===== src/rtl/lau_pkg.sv =====
// Shared types for the carry-save multiplier cluster: multiplier speed
// selection and the output-slot state of mul_csv_arb.
package lau_pkg;

  typedef enum logic {FAST, SMALL} speed_e;

  typedef enum logic {EMPTY, FULL} slot_state_e;

endpackage


===== src/rtl/mul_csv_arb_mulcsvsgn.sv =====
// MulCsvSgn: signed (XS+XC)*Y with the product left in carry-save form.
// FAST skips the operand pre-add (two parallel partial products); SMALL pre-adds.
module MulCsvSgn
  import lau_pkg::*;
#(
  parameter int     widthX = 8,
  parameter int     widthY = 8,
  parameter speed_e speed  = FAST
) (
  input  logic signed [widthX-1:0]        XS,
  input  logic signed [widthX-1:0]        XC,
  input  logic signed [widthY-1:0]        Y,
  output logic        [widthX+widthY-1:0] PS,
  output logic        [widthX+widthY-1:0] PC
);

  localparam int WP = widthX + widthY;

  generate
    if (speed == FAST) begin : g_fast
      logic signed [WP-1:0] ps_s, pc_s;
      always_comb begin
        ps_s = $signed(WP'(XS)) * $signed(WP'(Y));
        pc_s = $signed(WP'(XC)) * $signed(WP'(Y));
      end
      assign PS = ps_s;
      assign PC = pc_s;
    end else begin : g_small
      logic signed [widthX-1:0] xsum;
      logic signed [WP-1:0]     prod;
      always_comb begin
        xsum = XS + XC;
        prod = $signed(WP'(xsum)) * $signed(WP'(Y));
      end
      assign PS = prod;
      assign PC = '0;
    end
  endgenerate

endmodule


===== src/rtl/mul_csv_arb.sv =====
// Round-robin arbiter sharing one MulCsvSgn among numReq requesters, with a
// one-entry output slot. Define MUL_CSV_ARB_FINAL_ADD_EN to add the RspP output.
module mul_csv_arb
  import lau_pkg::*;
#(
  parameter int     widthX = 8,
  parameter int     widthY = 8,
  parameter int     numReq = 4,
  parameter speed_e speed  = FAST
) (
  input  logic                              CLK,
  input  logic                              RST,
  input  logic [numReq-1:0]                 ReqValid,
  output logic [numReq-1:0]                 ReqReady,
  input  logic [numReq*widthX-1:0]          ReqXS,
  input  logic [numReq*widthX-1:0]          ReqXC,
  input  logic [numReq*widthY-1:0]          ReqY,
  output logic                              RspValid,
  input  logic                              RspReady,
  output logic [$clog2(numReq)-1:0]         RspId,
  output logic [widthX+widthY-1:0]          RspPS,
  output logic [widthX+widthY-1:0]          RspPC
`ifdef MUL_CSV_ARB_FINAL_ADD_EN
  ,output logic [widthX+widthY-1:0]         RspP
`endif
);

  localparam int WP = widthX + widthY;
  localparam int IW = $clog2(numReq);

  slot_state_e           state_q;
  logic [IW-1:0]         ptr_q, ptr_d, id_q;
  logic [WP-1:0]         ps_q, pc_q;
  logic [IW-1:0]         gnt_idx;
  logic                  gnt_any, avail, take;
  logic signed [widthX-1:0] mux_xs, mux_xc;
  logic signed [widthY-1:0] mux_y;
  logic [WP-1:0]         mul_ps, mul_pc;

  // Walk candidates from the farthest offset down so the nearest to ptr wins.
  always_comb begin
    int unsigned cand;
    gnt_any = 1'b0;
    gnt_idx = '0;
    cand    = 0;
    for (int k = numReq - 1; k >= 0; k--) begin
      cand = int'(ptr_q) + k;
      if (cand >= numReq) cand = cand - numReq;
      if (ReqValid[cand]) begin
        gnt_any = 1'b1;
        gnt_idx = IW'(cand);
      end
    end
  end

  assign avail = (state_q == EMPTY) || RspReady;
  assign take  = avail && gnt_any && !RST;
  assign ptr_d = (gnt_idx == IW'(numReq - 1)) ? '0 : gnt_idx + 1'b1;

  always_comb begin
    ReqReady = '0;
    if (take) ReqReady[gnt_idx] = 1'b1;
  end

  assign mux_xs = ReqXS[gnt_idx*widthX +: widthX];
  assign mux_xc = ReqXC[gnt_idx*widthX +: widthX];
  assign mux_y  = ReqY[gnt_idx*widthY +: widthY];

  MulCsvSgn #(
    .widthX(widthX),
    .widthY(widthY),
    .speed (speed)
  ) u_mul (
    .XS(mux_xs),
    .XC(mux_xc),
    .Y (mux_y),
    .PS(mul_ps),
    .PC(mul_pc)
  );

`ifdef MUL_CSV_ARB_FINAL_ADD_EN
  logic [WP-1:0] p_q;
`endif

  always_ff @(posedge CLK or posedge RST) begin
    if (RST) begin
      state_q <= EMPTY;
      ptr_q   <= '0;
      id_q    <= '0;
      ps_q    <= '0;
      pc_q    <= '0;
`ifdef MUL_CSV_ARB_FINAL_ADD_EN
      p_q     <= '0;
`endif
    end else if (take) begin
      state_q <= FULL;
      ptr_q   <= ptr_d;
      id_q    <= gnt_idx;
      ps_q    <= mul_ps;
      pc_q    <= mul_pc;
`ifdef MUL_CSV_ARB_FINAL_ADD_EN
      p_q     <= mul_ps + mul_pc;
`endif
    end else if (state_q == FULL && RspReady) begin
      state_q <= EMPTY;
    end
  end

  assign RspValid = (state_q == FULL);
  assign RspId    = id_q;
  assign RspPS    = ps_q;
  assign RspPC    = pc_q;
`ifdef MUL_CSV_ARB_FINAL_ADD_EN
  assign RspP     = p_q;
`endif

endmodule


===== config.mk =====
export PLATFORM = sky130hd
export DESIGN_NAME = mul_csv_arb
export DESIGN_NICKNAME = d
export VERILOG_FILES = /design/src/rtl/lau_pkg.sv /design/src/rtl/mul_csv_arb_mulcsvsgn.sv /design/src/rtl/mul_csv_arb.sv
export SDC_FILE = /design/constraint.sdc
export NUM_CORES = 1
export LEC_CHECK = 0
export CAP_MARGIN = 20
export CORE_MARGIN = 2
export CORE_UTILIZATION = 29
export CTS_CLUSTER_SIZE = 28
export DETAILED_ROUTE_END_ITERATION = 7
export GPL_TIMING_DRIVEN = 1
export PLACE_DENSITY = 0.56
export SYNTH_ARGS = -nofsm -noshare
export SYNTH_HDL_FRONTEND = slang
export SYNTH_HIERARCHICAL = 1
export SYNTH_SLANG_ARGS = --single-unit

===== constraint.sdc =====
create_clock -name CLK -period 5.5 [get_ports CLK]
set_input_delay 1.1 -clock CLK [delete_from_list [all_inputs] [get_ports CLK]]
set_output_delay 1.1 -clock CLK [all_outputs]
set_load 0.05 [all_outputs]

==> metrics.md <==
| Metric | Value |
|---|---|
| Worst setup margin | -823 ps |
| FILL cells | 2523 |
| Total routed wirelength | 25.4 mm |
| Post-synthesis sequential area ratio | 0.115 |
| Crit path required time | 5680 ps |
| Max Buffers Root-to-Sink | 2 |
| Residual DRC | 0 |
| Fin Setup TNS | -12880 ps |
| Gate Count Post-Synth | 916 |
| Area contributors post-synth | fa_1 (27%), dfrtp_1 (12%), ha_1 (9.2%) |
| Most common cell on crit path | fa_1 |
| Syn_nets | 1188 |
| Overall Global Routing Usage | 0.177 |
| Number of global-route vias before repair | 8026 |
| CP delay by family, top | adder cells |
| Area leader, netlist | fa_1 |
| Clk_skew | 16.3 ps |
| Met2 WL | 12.8 mm |
| CP Capture Type | flip-flop |
| Rel. slew slack | 0.607 |
| Die area | 29100 um^2 |
| Area growth from synthesis to layout | 61.3% |
| Commonest cells after routing, fill and taps aside | buf_4 (150), clkdlybuf4s50_1 (133), inv_1 (132), fa_1 (96), and2_1 (64) |
| Async SR Flop Fraction | 1.00 |
| Fin. Hold Viols | 0 |
| H-tree depth | 2 |
| Initial drt markers | 304 |
| RSZ-0062 raised after global routing | true |
| First-pass iteration count of the detailed router | 5 |
| Post-synth EDFFs | 0 |
| Grt ovf | 0 |
| Core Box Area | 27100 um^2 |
| Setup CP Type | in -> reg |
| Post-synth top flop | dfrtp_1 |
| Max Clock Freq | 158 MHz |
| Hold WC Path Type | reg -> reg |
| Nets@finish | 1497 |
| Top sig layer | met4 |
| Met3 wire len | 804 um |
| Slew @ Worst Pin | 584 ps |
| Outcome | finished with violations |
| Largest net degree at the start of global routing | 50 |
| Hold slack final | 503 ps |
| Final Non-Filler Cells | 1598 |
| Final Critical Period | 6320 ps |
| Drt via density | 4.75 |
| Slew Limit Fails | 0 |
| WP data arrival | 6500 ps |
| CP Launch Type | input pin |
| Cell variety after synth | 46 |
| Dpl cells | 1524 |
| Netlist Area Pre-Place | 8030 um^2 |
| Starting Density | 0.296 |
| Syn Area/Cell | 8.77 um^2 |
| Worst-path fanout max | 5 |
| Clk_lat worst skew | 310 ps |
| ANT nets after route | 0 |
| Max incr delay on CP | 590 ps |
| Share of layout cells above drive strength 1 | 0.371 |
| Commonest non-fill, non-tap cell in the layout | buf_4 |
| Tcrit/Tclk final | 1.15 |
| Buffers and inverters on the worst path | 8 |
| Clk slew on worst S/H paths | 60 ps |
| DR vias | 7590 |
| Clock buffer count from CTS | 5 |
| CTS tree | built |
| # clock sinks | 37 |
| # rows | 60 |
| Die X | 170 um |
| Multi-input logic area | 7260 um^2 |
| CP max stage cell | or4b_4 |
| First-pass GRT wire length | 40.6 mm |
| Synth warn | 6 |
| I/O Pins | 142 |
| Failing checks | negative setup slack |
| # diodes | 0 |
| Initial antenna violation count | 0 |
| Flop-to-flop setup slack | -230 ps |
| Final setup viols | 22 |
| WL met1 | 11.2 mm |
| Chip Height | 170 um |
| GPL Wtd Cong | 0.834 |
| Max Cap Viol | 0 |
| Synth top area share | 0.274 |
| Wire per inst | 15.9 um |
| Synth Register Bits | 37 |
| Layout Utilization | 0.478 |
| Number of I/O port buffers | 141 |
| DP HPWL | 19.1 mm |
| Area taken by flip-flops and latches | 926 um^2 |
| CTS root buf | clkbuf_16 |
| # hold bufs at CTS | 0 |
[sequential cells by signal, indices dropped and copies added, names as in the netlist]
| register | cells |
|---|---|
| RspPS | 16 |
| RspValid | 1 |
| RspId | 2 |
| RspPC | 16 |
| ptr_q | 2 |
[final timing paths]
kind / startpoint / depth (start not counted) / endpoint
min: RspPS[3] / 1 / RspPS[3]
max reg2reg: ptr_q[0] / 24 / RspPS[13]
min in group asynchronous: RST / 3 / ptr_q[0]
max in group asynchronous: RST / 3 / RspPS[13]
min reg2reg: RspPS[3] / 1 / RspPS[3]
max: ReqValid[2] / 25 / RspPS[13]
[per-layer routing]
metal / GRT usage / vias to the layer above
met5: 0 / -
met4: 0.0465 / 0
li1: - / 3638
met1: 0.225 / 3753
met3: 0.0237 / 37
met2: 0.314 / 162
[Yosys cell counts (all sizes together) (25+ instances only)]
master / instances
nor4: 27
xnor2: 26
and2: 88
mux2: 34
fa: 110
nand2: 58
inv: 172
nor3b: 25
clkbuf: 32
nand3: 52
dfrtp: 37
ha: 59
[through the flow]
step | setup WS, ps | cell area (um^2)
finish | -823 | 13000
global route | -996 | 13000
CTS | -781 | 12400
detailed placement | -1650 | 11400
global placement | -1630 | 11400
floorplan | -756 | 8590
[cells by family after synthesis]
kind of cell	share of synthesized area
adders and majority gates	0.366
buffers and inverters	0.111
xor gates and xnor gates	0.0349
muxes	0.0477
DFF	0.115
AOI/OAI and AO/OA	0.116
and+or+nand+nor	0.209
[final cells by class]
class / instances / share of cell area
clock buffer: 5 / 0.00966
clock inverter: 3 / 0.00135
inverter: 172 / 0.0500
multi-input combinational: 654 / 0.560
sequential: 37 / 0.0715
tap: 372 / 0.0359
timing repair buffer: 355 / 0.271
[timing repair]
action	4_1_cts	5_1_grt
pin swaps	67	77
gates cloned	6	3
resized for setup	124	95
buffers inserted	39	22
setup endpoints to repair	24	22
Power is not shown: default switching activity piles up to over one toggle a cycle in this logic, so the estimate is an artifact.
